**src/rtl/imm_extend_pipe.sv**
```systemverilog
// Registered immediate-extension unit: extends an IN_W-bit immediate to OUT_W bits
// in one of four modes and buffers results in a 2-entry FIFO with valid/ready on both sides.
module imm_extend_pipe #(
    parameter int IN_W  = 16,
    parameter int OUT_W = 32,
    parameter int SHIFT = 2,
    parameter int TAG_W = 5
) (
    input  logic             CLK,
    input  logic             Reset,
    input  logic             flush,
    input  logic             in_valid,
    output logic             in_ready,
    input  logic [IN_W-1:0]  in_imm,
    input  logic [1:0]       in_mode,
    input  logic [TAG_W-1:0] in_tag,
    output logic             out_valid,
    input  logic             out_ready,
    output logic [OUT_W-1:0] out_data,
    output logic [TAG_W-1:0] out_tag,
    output logic             out_ovf,
    output logic [1:0]       dbgCount
);

    localparam int WIDE_W = OUT_W + SHIFT;
    localparam int PAD_W  = OUT_W - IN_W;

    generate
        if (IN_W < 2 || OUT_W < IN_W || SHIFT < 0 || SHIFT >= OUT_W) begin : gBadParams
            $error("imm_extend_pipe: illegal IN_W/OUT_W/SHIFT combination");
        end
    endgenerate

    typedef enum logic [1:0] {
        MODE_ZERO  = 2'd0,
        MODE_SIGN  = 2'd1,
        MODE_UPPER = 2'd2,
        MODE_SHOFF = 2'd3
    } mode_e;

    logic [OUT_W-1:0]  dataMem [2];
    logic [TAG_W-1:0]  tagMem  [2];
    logic              ovfMem  [2];
    logic              wrPtr;
    logic              rdPtr;
    logic [1:0]        count;

    logic [WIDE_W-1:0] wideVal;
    logic [OUT_W-1:0]  extVal;
    logic              extOvf;
    logic              push;
    logic              pop;

    // The extended value is computed at push time and stored, so the head entry
    // never depends on the current input.
    always_comb begin
        wideVal = WIDE_W'($signed(in_imm)) << SHIFT;
        extVal  = '0;
        extOvf  = 1'b0;
        unique case (mode_e'(in_mode))
            MODE_ZERO:  extVal = OUT_W'(in_imm);
            MODE_SIGN:  extVal = OUT_W'($signed(in_imm));
            MODE_UPPER: extVal = OUT_W'(in_imm) << PAD_W;
            MODE_SHOFF: begin
                extVal = wideVal[OUT_W-1:0];
                // Lossless only if re-sign-extending the kept bits rebuilds the wide value.
                extOvf = (WIDE_W'($signed(extVal)) != wideVal);
            end
            default: extVal = '0;
        endcase
    end

    // Handshake: a side transfers on the edge where valid and ready are both high;
    // in_ready depends only on the registered count and flush, never on out_ready,
    // and a flush cycle neither accepts nor retires anything.
    assign in_ready  = (count != 2'd2) && !flush;
    assign out_valid = (count != 2'd0);
    assign push      = in_valid && in_ready;
    assign pop       = out_valid && out_ready && !flush;
    assign dbgCount  = count;

    assign out_data = out_valid ? dataMem[rdPtr] : '0;
    assign out_tag  = out_valid ? tagMem[rdPtr]  : '0;
    assign out_ovf  = out_valid ? ovfMem[rdPtr]  : 1'b0;

    always_ff @(posedge CLK or posedge Reset) begin
        if (Reset) begin
            count <= 2'd0;
            wrPtr <= 1'b0;
            rdPtr <= 1'b0;
            for (int i = 0; i < 2; i++) begin
                dataMem[i] <= '0;
                tagMem[i]  <= '0;
                ovfMem[i]  <= 1'b0;
            end
        end else if (flush) begin
            count <= 2'd0;
            wrPtr <= 1'b0;
            rdPtr <= 1'b0;
            for (int i = 0; i < 2; i++) begin
                dataMem[i] <= '0;
                tagMem[i]  <= '0;
                ovfMem[i]  <= 1'b0;
            end
        end else begin
            if (push) begin
                dataMem[wrPtr] <= extVal;
                tagMem[wrPtr]  <= in_tag;
                ovfMem[wrPtr]  <= extOvf;
                wrPtr          <= ~wrPtr;
            end
            if (pop) begin
                rdPtr <= ~rdPtr;
            end
            unique case ({push, pop})
                2'b10:   count <= count + 2'd1;
                2'b01:   count <= count - 2'd1;
                default: count <= count;
            endcase
        end
    end

endmodule

```
**config.mk**
```make
export PLATFORM = sky130hd
export DESIGN_NAME = imm_extend_pipe
export DESIGN_NICKNAME = d
export VERILOG_FILES = /design/src/rtl/imm_extend_pipe.sv
export SDC_FILE = /design/constraint.sdc
export NUM_CORES = 1
export LEC_CHECK = 0
export CORE_MARGIN = 2
export CORE_UTILIZATION = 55
export DETAILED_ROUTE_END_ITERATION = 12
export HOLD_SLACK_MARGIN = 0.02
export PLACE_DENSITY = 0.82
export SETUP_SLACK_MARGIN = 0.3
export SYNTH_ARGS = -nofsm -noshare
export SYNTH_HDL_FRONTEND = slang
export SYNTH_SLANG_ARGS = --single-unit
```
**constraint.sdc**
```tcl
create_clock -name CLK -period 7.1 [get_ports CLK]
set_clock_uncertainty 0.05 [all_clocks]
set_input_delay 1.065 -clock CLK [delete_from_list [all_inputs] [get_ports CLK]]
set_output_delay 1.065 -clock CLK [all_outputs]
set_load 0.1 [all_outputs]
```
**Word level (Yosys, flattened, before mapping)**

Cells that the tools add are included.

- Input bits: 28
- Memory bits (writable): 0
- Memories kept: 0
- Latch bits: 0
- Flip-flop bits (word level): 80
- Bits in read-only memories: 0

- Magnitude comparators: 3
- Muxes and demuxes: 33
- Reductions and logical operators: 11
- Add/sub/neg operators: 2
- Equal/unequal tests: 6
- Shifts and indexed selects: 0
- Multipliers: 0
- Bitwise logic cells: 6
- Div/mod/pow operators: 0

Operator list:

| kind | number |
|---|---|
| 2-to-1 mux 32 bit | 5 |
| 2-to-1 mux 64 bit | 2 |
| one-hot mux 32 bit (4 select lines) | 1 |
| bitwise mux 64 bit | 1 |
| demux 32 bit (select 1 bit) | 1 |
| 2-to-1 mux 5 bit | 5 |
| 2-to-1 mux 10 bit | 2 |
| bitwise mux 10 bit | 1 |
| 2-to-1 mux 1 bit | 9 |
| == test 2 bit (second input constant) | 3 |
| 2-to-1 mux 2 bit | 3 |
| nonzero test 2 bit | 3 |
| demux 5 bit (select 1 bit) | 1 |
| logical AND 1 bit | 5 |
| == test 2 x 1 -> 1 bit (second input constant) | 2 |
| greater-or-equal comparator 2 bit (second input constant) | 2 |
| NOT 1 -> 2 bit | 2 |
| one-hot mux 2 bit (2 select lines) | 1 |
| nonzero test 3 bit | 1 |
| adder 2 x 1 -> 2 bit (second input constant) | 1 |
| bitwise AND 2 bit | 1 |
| logical NOT 2 bit | 1 |
| less-than comparator 2 x 1 -> 1 bit (second input constant) | 1 |
| inequality test 2 bit (second input constant) | 1 |
| 5 further kinds | 6 |

**Longest topological paths before layout**

- Word-level depth: 9
- Gate-level depth with buffers: 6
- Gate-level depth less buffers: 3

**Least setup slack after synthesis**

OpenSTA, ideal clock, no wires.

- Path type: register to output
- Start: register count[0], in the netlist dbgCount[0]
- End: output port out_data[26]
- Data required time: 5.985 ns
- Stages on the path, launching flop included: 5
- Path buffers: 2
- Slack: 3.099 ns
- Arrival: 2.886 ns
- Cell sequence: dfrtp_1 -> nor2_1 -> clkbuf_1 -> buf_1 -> nor2_1

- Word-level cells in the longest chain between the ends: 2

RTL lines:

| element | RTL line | source |
|---|---|---|
| from (decl) | 46 | `logic [1:0] count;` |
| from (signal assigned) | 116 | `2'b10: count <= count + 2'd1;` |
| from (signal assigned) | 117 | `2'b01: count <= count - 2'd1;` |
| from (signal assigned) | 118 | `default: count <= count;` |
| nonzero test 2 bit | 77 | `assign out_valid = (count != 2'd0);` |
| 2-to-1 mux 32 bit | 82 | `assign out_data = out_valid ? dataMem[rdPtr] : '0;` |
| to (decl) | 19 | `output logic [OUT_W-1:0] out_data,` |

No other way between the ends.

**Worst setup path after layout**

- Start: register rdPtr
- End: output port out_data[15]

- Word-level cells in the longest chain between the ends: 5

RTL lines:

| element | RTL line | source |
|---|---|---|
| from (decl) | 45 | `logic rdPtr;` |
| from (signal assigned) | 113 | `rdPtr <= ~rdPtr;` |
| NOT 1 -> 2 bit (implied by the code) | 82 |  |
| 2-to-1 mux 32 bit (implied by the code) (3 in series) | 82 |  |
| 2-to-1 mux 32 bit | 82 |  |

No other way between the ends. The select of a mux whose other input is x is not followed.

==> results.json <==
{
  "path_cells": "buf_4, mux2i_1, nor2_1, clkdlybuf4s50_1",
  "drt_iter0_drc": 136,
  "fin_tns_setup_ps": 0,
  "crit_buf_inv": 2,
  "synth_nets": 440,
  "crit_arrival_ps": 3000,
  "numCtsBuffers": 9,
  "grt.total_usage": 0.221,
  "syn_area_per_cell_um2": 10.6,
  "cts-hold-fix-buffers": 0,
  "vias": 3122,
  "postCtsResizedCells": 0,
  "cp_top_family": "buffers and inverters",
  "cap_viol_max_count": 0,
  "cts_buffer_depth": 2,
  "crit_path_start_kind": "register",
  "clkSinkCount": 80,
  "wire_per_inst_um": 16.0,
  "syn2layout_area_growth_pct": 20.8,
  "place_area_mm2": 0.00506,
  "p_switching_w": 0.000325,
  "hold_path.class": "register to register",
  "pwr-share-comb": 0.209,
  "die_w_um": 93.3,
  "layout_setup_ws_ps": 2990,
  "p_per_area_mw_per_mm2": 210,
  "swShare": 0.292,
  "yosysWarnings": 0,
  "finalCritPeriodShare": 0.579,
  "hold_violations": 0,
  "initial_core_util": 0.567,
  "drt-pass1-iter-count": 4,
  "worst_pin_slew_ps": 989,
  "core_mm2": 0.00773,
  "clk_latency_ps": 340,
  "cell_internal_pwr_w": 0.000788,
  "gp_congestion": 0.926,
  "port_buffers": 69,
  "rsz0062_at_grt": "false",
  "final_layout_size_suffix_gt1_frac": 0.0787,
  "rows": 32,
  "yosys.cell_types.count": 29,
  "final_cell_area_mm2": 0.00529,
  "grt_pass1_wl_um": 15000,
  "final_cell_mix": "mux2i_1, dfrtp_1, clkdlybuf4s50_1",
  "nets": 493,
  "die_h_um": 93.3,
  "p_leak_nw": 2.53,
  "grt_pass1_vias": 3080,
  "diodes": 0,
  "cts_root_buf": "clkbuf_8",
  "relSlewSlack": 0.339,
  "path_clk_slew_ps": 70,
  "antenna_found_initial": 0,
  "fin_util": 0.685,
  "h-tree-depth": 3,
  "pwr-share-seq": 0.445,
  "grt_max_degree": 84,
  "crit_path_end_kind": "output port",
  "syn_area_mm2": 0.00438,
  "crit_path_max_incr_delay_ps": 1150,
  "status": "finished, final reports clean",
  "final_common_cell": "mux2i_1",
  "ios": 70,
  "clkPwrFrac": 0.346,
  "netlist_instances": 412,
  "seq_area_frac_synth": 0.457,
  "cts_setup_buffers": 0,
  "avgViaCountPerCell": 5.46,
  "tritoncts": "done",
  "crit_type": "register to output port",
  "hpwl_um": 5870,
  "die-area_mm2": 0.00870,
  "period_needed_ps": 4110,
  "final_antenna_net_count": 0,
  "slowest_stage": "clkdlybuf4s50_1",
  "ir_drop_uv": 118,
  "finalSetupViolCount": 0,
  "synth_seq_cells": 80,
  "cp_max_fo": 25,
  "drc_errors": 0,
  "critPathRequiredTime_ps": 5980,
  "place_ws_ps": 3180,
  "drv_slew": 0,
  "finalWirelength_um": 9160,
  "grt_overflow": 0,
  "max_freq_ghz": 0.243
}
==> synth_stat cells <==
library cell,instances,share of area
buf_8,2,0.0069
nand3b_1,1,0.0017
buf_2,7,0.0080
buf_6,1,0.0026
nand4b_1,1,0.0020
dfrtp_1,80,0.46
or3_1,1,0.0014
or4_4,1,0.0026
inv_1,2,0.0017
nor3b_1,1,0.0017
buf_1,2,0.0017
and2_0,2,0.0029
o21ai_0,3,0.0034
nor2_1,41,0.035
a21o_1,1,0.0017
mux2_4,5,0.017
or2_2,1,0.0014
mux2_2,6,0.015
buf_12,1,0.0046
a21oi_1,32,0.037
nand2b_1,67,0.096
a22oi_1,1,0.0017
mux2i_1,103,0.24
and3b_1,2,0.0040
clkbuf_1,19,0.016
inv_2,1,0.00086
o211ai_1,1,0.0017
nor2b_1,26,0.037
xor2_1,1,0.0020
==> power groups by stage <==
stage	combinational, W	clock (W)	sequential (W)
after CTS	0.000234	0.000392	0.000495
after floorplan	0.000177	0	0.000501
final	0.000232	0.000385	0.000495
after detailed placement	0.000233	0	0.000504
after global routing	0.000247	0.000412	0.000498
after global placement	0.000231	0	0.000503
==> path summary, 6_finish.rpt <==
check | start | endpoint | slack, ps | depth (start not counted)
setup reg to reg | dbgCount[1] | tagMem[9] | 5080 | 3
min in group asynchronous | Reset | dataMem[1] | 1300 | 3
hold / removal | ovfMem[0] | ovfMem[0] | 480 | 1
setup / recovery | rdPtr | out_data[15] | 2990 | 4
hold reg to reg | ovfMem[0] | ovfMem[0] | 480 | 1
max in group asynchronous | Reset | rdPtr | 5010 | 3
==> sequential cells by signal, summed over array words and instances (netlist names) <==
name and count:
wrPtr 1, dbgCount 2, tagMem 10, ovfMem 2
dataMem 64, rdPtr 1
==> per-stage QoR <==
stage          hold WS (ps)  instances  power, W
2_1_floorplan           436        412  0.000678
3_3_place_gp            452        556  0.000734
3_5_place_dp            460        556  0.000737
4_1_cts                 480        572   0.00112
5_1_grt                 509        572   0.00116
6_report                476        572   0.00111
==> metal layers <==
layer,wire length (um),track usage
met5,0,0
met4,129,0.0907
met3,404,0.0338
met2,4430,0.353
met1,4190,0.304
==> cells by family (layout without fill, tap and decap cells) <==
kind of cell | Yosys count | count (layout) | synth area share
simple gates | 144 | 144 | 0.186
mux | 114 | 114 | 0.268
flops | 80 | 80 | 0.457
compound gates | 38 | 38 | 0.0451
buf+inv | 35 | 93 | 0.0425
xor+xnor | 1 | 1 | 0.00200
==> area by class of cell <==
class,count,area [um2]
Clock buffer,14,173
Clock inverter,2,60.1
Fill cell,583,2430
Inverter,3,11.3
Multi-Input combinational cell,297,2200
Sequential cell,80,2000
Tap cell,102,128
Timing Repair Buffer,74,723
Power figures use the tool's default switching activity.
